`config.mk`:
```
export PLATFORM = sky130hd
export DESIGN_NAME = relu_act_pipe
export DESIGN_NICKNAME = d
export VERILOG_FILES = /design/src/rtl/relu_act_pkg.sv /design/src/rtl/relu_lane.sv /design/src/rtl/relu_act_pipe.sv
export SDC_FILE = /design/constraint.sdc
export NUM_CORES = 1
export LEC_CHECK = 0
export CORE_MARGIN = 5
export CORE_UTILIZATION = 55
export DETAILED_ROUTE_END_ITERATION = 10
export GPL_TIMING_DRIVEN = 0
export PLACE_DENSITY = 0.91
export SLEW_MARGIN = 20
export SYNTH_ARGS = -nofsm -noshare
export SYNTH_HDL_FRONTEND = slang
export SYNTH_SLANG_ARGS = --single-unit
```
`constraint.sdc`:
```
create_clock -name clk -period 4.83 [get_ports clk]
set_input_delay 0.7245 -clock clk [delete_from_list [all_inputs] [get_ports clk]]
set_output_delay 0.7245 -clock clk [all_outputs]
set_load 0.05 [all_outputs]
```
`src/rtl/relu_act_pkg.sv`:
```
// Shared constants and helpers for the multi-lane activation pipeline.
package relu_act_pkg;

    localparam logic [1:0] ACT_BYPASS = 2'b00;
    localparam logic [1:0] ACT_RELU   = 2'b01;
    localparam logic [1:0] ACT_LEAKY  = 2'b10;
    localparam logic [1:0] ACT_CLAMP  = 2'b11;

    localparam int MAX_LANES = 64;
    localparam int POP_W     = 8;

    function automatic logic [POP_W-1:0] popcount(
        input logic [MAX_LANES-1:0] flags
    );
        logic [POP_W-1:0] n;
        n = '0;
        for (int i = 0; i < MAX_LANES; i++) begin
            n = n + {{(POP_W-1){1'b0}}, flags[i]};
        end
        return n;
    endfunction

endpackage

```
`src/rtl/relu_lane.sv`:
```
// One activation lane: combinational bypass / ReLU / leaky / clamp on a
// signed element, plus a flag that is set when the output differs from x.
module relu_lane
    import relu_act_pkg::*;
#(
    parameter int DATA_W     = 8,
    parameter int LEAK_SHIFT = 3
) (
    input  logic signed [DATA_W-1:0] x,
    input  logic        [1:0]        mode,
    input  logic signed [DATA_W-1:0] cap,
    output logic signed [DATA_W-1:0] y,
    output logic                     clipped
);

    logic neg;
    logic cap_neg;

    assign neg     = x[DATA_W-1];
    assign cap_neg = cap[DATA_W-1];

    always_comb begin
        y = x;
        unique case (1'b1)
            (mode == ACT_RELU): begin
                y = neg ? '0 : x;
            end
            (mode == ACT_LEAKY): begin
                y = neg ? (x >>> LEAK_SHIFT) : x;
            end
            (mode == ACT_CLAMP): begin
                // A negative ceiling forces every lane to zero.
                if (neg || cap_neg) begin
                    y = '0;
                end else if (x > cap) begin
                    y = cap;
                end else begin
                    y = x;
                end
            end
            default: begin
                y = x;
            end
        endcase
    end

    assign clipped = (y != x);

endmodule

```
`src/rtl/relu_act_pipe.sv`:
```
// Two-stage valid/ready activation pipeline over LANES signed elements,
// with a saturating count of lanes altered by the activation.
module relu_act_pipe
    import relu_act_pkg::*;
#(
    parameter int DATA_W     = 8,
    parameter int LANES      = 4,
    parameter int LEAK_SHIFT = 3,
    parameter int CNT_W      = 16
) (
    input  logic                    clk,
    input  logic                    rst_n,
    input  logic [1:0]              mode,
    input  logic [DATA_W-1:0]       cap,
    input  logic                    in_valid,
    output logic                    in_ready,
    input  logic [LANES*DATA_W-1:0] in_data,
    output logic                    out_valid,
    input  logic                    out_ready,
    output logic [LANES*DATA_W-1:0] out_data,
    input  logic                    clip_clr,
    output logic [CNT_W-1:0]        clip_cnt
);

    localparam int DW    = LANES * DATA_W;
    localparam int PC_W  = $clog2(LANES + 1);
    localparam int BIG_W = (CNT_W > PC_W) ? CNT_W : PC_W;
    localparam int SUM_W = BIG_W + 1;

    logic              s1_valid;
    logic [DW-1:0]     s1_data;
    logic [1:0]        s1_mode;
    logic [DATA_W-1:0] s1_cap;

    logic              s2_valid;
    logic [DW-1:0]     s2_data;
    logic [PC_W-1:0]   s2_clip;

    logic              s1_ready;
    logic              s2_ready;
    logic              in_fire;
    logic              out_fire;

    logic [DW-1:0]        y_bus;
    logic [LANES-1:0]     clip_flags;
    logic [MAX_LANES-1:0] flags_ext;
    logic [POP_W-1:0]     pop_full;
    logic [PC_W-1:0]      beat_clips;
    logic [SUM_W-1:0]     cnt_sum;

    assign s2_ready = !s2_valid || out_ready;
    assign s1_ready = !s1_valid || s2_ready;
    // Held low during reset so nothing is accepted into a flushing pipe.
    assign in_ready = rst_n && s1_ready;
    assign in_fire  = in_valid && in_ready;
    assign out_fire = s2_valid && out_ready;

    assign out_valid = s2_valid;
    assign out_data  = s2_data;

    for (genvar k = 0; k < LANES; k++) begin : g_lane
        relu_lane #(
            .DATA_W     (DATA_W),
            .LEAK_SHIFT (LEAK_SHIFT)
        ) u_lane (
            .x       (s1_data[k*DATA_W +: DATA_W]),
            .mode    (s1_mode),
            .cap     (s1_cap),
            .y       (y_bus[k*DATA_W +: DATA_W]),
            .clipped (clip_flags[k])
        );
    end

    assign flags_ext  = MAX_LANES'(clip_flags);
    assign pop_full   = popcount(flags_ext);
    assign beat_clips = pop_full[PC_W-1:0];

    always_ff @(posedge clk or negedge rst_n) begin
        if (!rst_n) begin
            s1_valid <= 1'b0;
            s1_data  <= '0;
            s1_mode  <= ACT_BYPASS;
            s1_cap   <= '0;
        end else begin
            if (s1_ready) begin
                s1_valid <= in_valid;
            end
            if (in_fire) begin
                s1_data <= in_data;
                s1_mode <= mode;
                s1_cap  <= cap;
            end
        end
    end

    always_ff @(posedge clk or negedge rst_n) begin
        if (!rst_n) begin
            s2_valid <= 1'b0;
            s2_data  <= '0;
            s2_clip  <= '0;
        end else if (s2_ready) begin
            s2_valid <= s1_valid;
            if (s1_valid) begin
                s2_data <= y_bus;
                s2_clip <= beat_clips;
            end
        end
    end

    assign cnt_sum = SUM_W'(clip_cnt) + SUM_W'(s2_clip);

    always_ff @(posedge clk or negedge rst_n) begin
        if (!rst_n) begin
            clip_cnt <= '0;
        end else if (clip_clr) begin
            clip_cnt <= '0;
        end else if (out_fire) begin
            if (|cnt_sum[SUM_W-1:CNT_W]) begin
                clip_cnt <= '1;
            end else begin
                clip_cnt <= cnt_sum[CNT_W-1:0];
            end
        end
    end

endmodule

```
# Yosys cells after proc, flatten, opt, wreduce, memory -nomap -nowiden
# Index checks and enable logic that the tools add are counted.
# Widths: inputs -> output; s select.
dict set report op_classes {
  n_reduce_logical 13
  add_sub_neg 4
  order_cmp 4
  n_mux 23
  n_eq_ne 7
}
# op count
set ops {}
lappend ops {{$mux 8} 12}
lappend ops {{$pmux 8 s3} 4}
lappend ops {{$mux 16} 3}
lappend ops {{$gt 8x8->1} 4}
lappend ops {{$ne 8x8->1} 4}
lappend ops {{$mux 7} 4}
lappend ops {{$add 16x3->17} 1}
lappend ops {{$logic_or 1x1->1} 6}
lappend ops {{$eq 2x2->1 const B} 2}
lappend ops {{$add 2x1->3} 1}
lappend ops {{$add 3x1->3} 1}
lappend ops {{$logic_and 1x1->1} 3}
lappend ops {{$add 1x1->2} 1}
lappend ops {{$eq 2x1->1 const B} 1}
lappend ops {{$logic_not 1->1} 2}
lappend ops {{$reduce_and 2->1} 1}
lappend ops {{$reduce_bool 2->1} 1}
dict set report totals {
  word_cells 59
  input_bits 47
  out_inout_bits 50
  ff_bits 95
}

# Logic depth before layout (Yosys ltp)
dict set report logic_depth {
  ltp_word 8
  mapped_depth 14
  depth_no_buf 13
}

# By module
# A second synthesis with hierarchy kept.
dict set report unflattened {
  hier_cells 800
  area_unflattened_um2 7457.2
}
# mod area_per_inst_um2 n_inst cells_per_inst
set by_module_without_submodules {}
lappend by_module_without_submodules {relu_act_pipe 4033.9 1 284}
lappend by_module_without_submodules {relu_lane 855.8 4 129}

# Worst setup path before layout
# OpenSTA, ideal clock, no wires.
dict set report synth_path {
  path_type {register to register}
  startpoint {register s1_cap[7]}
  endpoint {register s2_clip[1]}
  t_required_ns 4.698
  slack_ns 1.440
  synth_period_minus_slack_ns 3.390
  arrival_time_ns 3.259
  path_buffers 1
  stages_incl_launch_ff 14
  cell_sequence {dfrtp_1 clkbuf_1 inv_1 ha_1 inv_2 a31o_2 a2111oi_2 a21oi_2 a211o_1 fa_1 ha_1 ha_1 nand2_1 o21ai_0}
}
dict set report synth_via {
  elab_chain_len 8
  elab_cells_between_ends 27
}
# item line
set synth_rtl {}
lappend synth_rtl {{start: declaration} relu_act_pipe.sv:33} ;# logic [DATA_W-1:0] s1_cap;
lappend synth_rtl {{start signal: assignment} relu_act_pipe.sv:91} ;# s1_cap <= cap;
lappend synth_rtl {{$gt 8x8->1} relu_lane.sv:35} ;# end else if (x > cap) begin
lappend synth_rtl {{$mux 8} relu_lane.sv:35}
lappend synth_rtl {{$mux 8} relu_lane.sv:33} ;# if (neg || cap_neg) begin
lappend synth_rtl {{$pmux 8 s3} relu_lane.sv:24} ;# unique case (1'b1)
lappend synth_rtl {{$ne 8x8->1} relu_lane.sv:47} ;# assign clipped = (y != x);
lappend synth_rtl {{$add 1x1->2} relu_act_pkg.sv:18} ;# n = n + {{(POP_W-1){1'b0}}, flags[i]};
lappend synth_rtl {{$add 2x1->3} relu_act_pkg.sv:18}
lappend synth_rtl {{$add 3x1->3 *} relu_act_pkg.sv:18}
lappend synth_rtl {{net pop_full[1]} relu_act_pipe.sv:47} ;# logic [POP_W-1:0] pop_full;
lappend synth_rtl {{end signal: assignment} relu_act_pipe.sv:105} ;# s2_clip <= beat_clips;
lappend synth_rtl {{end: declaration} relu_act_pipe.sv:37} ;# logic [PC_W-1:0] s2_clip;
# Mark *: on every way through the listed nets, which the timed path passes. The rest lies on a longest branch.
# A chain may end at the register's enable or synchronous reset.

# Worst setup path after layout
dict set report layout_path {
  startpoint {register s1_cap[5]}
  endpoint {register s2_clip[1]}
}
# Same word-level chain as after synthesis.

==> flow_summary.yaml <==
outcome:
  outcome: "completed"
yosys:
  synth_edf_count: 0
  ys_types: 77
  synth_ff_type: "dfrtp_1"
  syn_inst: 869
  syn-cell-area_mm2: 0.007333
  syn_area_per_cell_um2: 8.439
  synth-seq-cells: 95
  synthArstFlopShare: 1.000
  seq_area_frac_synth: 0.3242
  ys_warn_count: 0
  synth_nets: 959
floorplanning:
  dieArea_mm2: 0.01574
  core_area_mm2: 0.01314
  die_w_um: 125.5
  initial_core_util: 0.5582
  fp.dieH_um: 125.5
  ioPinCount: 97
  num_rows: 42
placement:
  place_area_mm2: 0.008543
  gp_congestion: 1.010
  io_buffers: 96
  place_hpwl_um: 17580
clocking:
  cts_buffers: 9
  cts.clk_slew.worst_paths_ns: 0.07
  cts_resized: 0
  insertion_delay_ns: 0.36
  cts_sinks: 95
  post_cts_buffers: 0
  clk_path_buf_depth: 2
  root_buffer: "clkbuf_16"
  htree_levels: 3
  cts_tree: "yes"
  postCtsHoldBufs: 0
detailed_routing:
  vias: 7919
  dr.pass1.iters: 7
  viasPerCell: 6.844
  drcViolationCount: 0
  routed_wl_um: 25350
  wl_per_cell_um: 21.91
  first_iter_violations: 1207
  ant_nets: 0
layout:
  fin_util: 0.6730
  antennaDiodeCount: 0
  design_area_mm2: 0.008841
  nFillCells: 1070
  layout.nets: 1067
  drive_above_1_share: 0.1019
  final-seq-area_mm2: 0.002377
  multiInputGateArea_mm2: 0.004511
  area_growth_pct: 20.56
  final_cell_mix: "95 x dfrtp_1, 95 x clkdlybuf4s50_1, 93 x a21oi_1"
global_route:
  grt_usage: 0.3160
  grt_pass1_vias: 7489
  grt_max_degree: 66
  antenna_found_initial: 0
  grt_pass1_wl_um: 40030
  overflow: 0
sta:
  drv_slew: 0
  worstMarginPinSlew_ns: 0.9879
  fin_crit_ns: 4.612
  setup_viol: 0
  slew_headroom: 0.3389
  skew_ns: 0.008286
  rsz0062_at_grt: "false"
  timing.hold.ws_ns: 0.2459
  hold_viol_final: 0
  fin_tns_setup_ns: 0
  fin_crit_sh: 0.9548
  clock.fmax_ghz: 0.2168
critical_path:
  cp.required_ns: 5.05
  arrival_ns: 4.83
  crit_slowest_cell: "dfrtp_1"
  cp_num_buf_inv: 1
  critPathMaxFanout: 11
  path_class: "reg2reg"
  worstPathCellList: "clkinv_1 -> ha_1 -> a21o_1 -> a2111oi_2 -> a221oi_1 -> a31oi_1 -> o21ai_0 -> fa_1 -> ha_1 -> ha_1 -> nand2_1 -> o21ai_0"
  rr_worst_depth: 12
  rrSetupSlack_ns: 0.22
  cp-end-kind: "register"
  startpoint_type: "register"
  critical_path_cell_count: 12
  path_delay_family: "compound AO/OA/AOI/OAI gates"
  crit_top_cell: "ha_1"
  max_stage_delay_ns: 0.65
pwr:
  ir_drop_mv: 0.3610
  total_power_mw: 4.271
  powerDensity_mw_per_mm2: 483.1
  comb_power_share: 0.552
  p_seq_frac: 0.276
  leakage_nw: 3.576
  p_int_mw: 2.237
  clkPwrFrac: 0.173
  p_switching_mw: 2.034
  sw_frac_of_total: 0.4762
hold_path:
  min_path_type: "in2async"
run:
  drv_cap: 0
cells in the mapped netlist (4+ instances only):
library cell / number / area (um2)
o211ai_1: 18 / 135.1
a32o_1: 6 / 60.06
a311oi_1: 4 / 35.03
nand2_1: 80 / 300.3
a21oi_1: 93 / 465.5
nand4_1: 12 / 75.07
nand3b_1: 4 / 30.03
o32ai_1: 4 / 35.03
o21ai_0: 74 / 370.4
and3_1: 8 / 50.05
a211oi_1: 10 / 75.07
a221oi_1: 6 / 52.55
nand2b_1: 17 / 106.4
o221ai_1: 8 / 70.07
mux2i_1: 21 / 210.2
nand3_1: 25 / 125.1
and2_1: 6 / 37.54
nor2b_1: 8 / 50.05
nor3_1: 17 / 85.08
nor2_1: 51 / 191.4
a21o_1: 9 / 67.56
inv_1: 32 / 120.1
dfrtp_1: 95 / 2377
o31ai_1: 6 / 45.04
mux2_2: 45 / 506.7
o22ai_1: 13 / 81.33
o21a_1: 4 / 30.03
o2111ai_1: 5 / 43.79
buf_1: 6 / 22.52
ha_1: 41 / 513.0
clkbuf_1: 44 / 165.2
a31oi_1: 11 / 68.82
buf_2: 19 / 95.09
power by group through the flow:
stage / Combinational [mW] / Clock (mW) / Sequential [mW]
after global placement: 2.23 / 0 / 1.17
after detailed placement: 2.28 / 0 / 1.18
final: 2.36 / 0.738 / 1.18
after global routing: 2.51 / 0.771 / 1.19
after floorplan: 1.24 / 0 / 1.47
after CTS: 2.30 / 0.741 / 1.17
state kept, by name, indices dropped and copies added (netlist names):
signal,count
out_data,32
s1_valid,1
clip_cnt,16
out_valid,1
s1_cap,8
s1_data,32
s1_mode,2
s2_clip,3
layout make-up:
| type | count | area share |
|---|---|---|
| Clock inverter | 5 | 0.006652 |
| Multi-Input combinational cell | 666 | 0.5102 |
| Inverter | 35 | 0.01486 |
| Timing Repair Buffer | 97 | 0.1119 |
| Buffer | 73 | 0.03552 |
| Sequential cell | 95 | 0.2689 |
| Clock buffer | 10 | 0.02703 |
| Tap cell | 176 | 0.02491 |
worst paths after layout:
check,to,startpoint
setup / recovery,s2_clip[1],s1_cap[5]
hold / removal,out_data[13],rst_n
setup reg to reg,s2_clip[1],s1_cap[5]
hold reg to reg,out_data[18],out_data[18]
max in group asynchronous,out_data[19],rst_n
min in group clk,out_data[18],out_data[18]
metal layers:
layer | vias to the layer above | GRT usage | share of wire | routed length [um]
met3 | 142 | 0.06780 | 0.13 | 3222
met4 | 0 | 0.1741 | 0.057 | 1437
met1 | 3701 | 0.4156 | 0.38 | 9562
met2 | 624 | 0.4855 | 0.44 | 11120
li1 | 3452 | - | - | -
met5 | - | 0 | 0 | 0
worst register-to-register path, stage by stage, from the launching register on:
cell and delay [ns]:
dfrtp_1 0.65, clkinv_1 0.57, ha_1 0.50, a21o_1 0.18, a2111oi_2 0.35, a221oi_1 0.10
a31oi_1 0.59, o21ai_0 0.37, fa_1 0.55, ha_1 0.21, ha_1 0.28, nand2_1 0.06
o21ai_0 0.09
kinds of logic (layout without fill, tap and decap cells):
kind of cell    count (synthesis)  count (layout)  synth area share
compound gates                310             310            0.2750
mux                            67              67           0.09930
simple gates                  244             244            0.1629
buf+inv                       108             220           0.06074
xor+xnor                        2               2          0.002389
flops                          95              95            0.3242
fa+ha+maj                      43              43           0.07541
through the flow:
stage               cells  worst slack (ns)
floorplan             869             1.440
global placement     1141            -1.485
detailed placement   1142            0.3689
CTS                  1157            0.3634
global route         1157            0.1250
finish               1157            0.2185
Power figures use the tool's default switching activity.
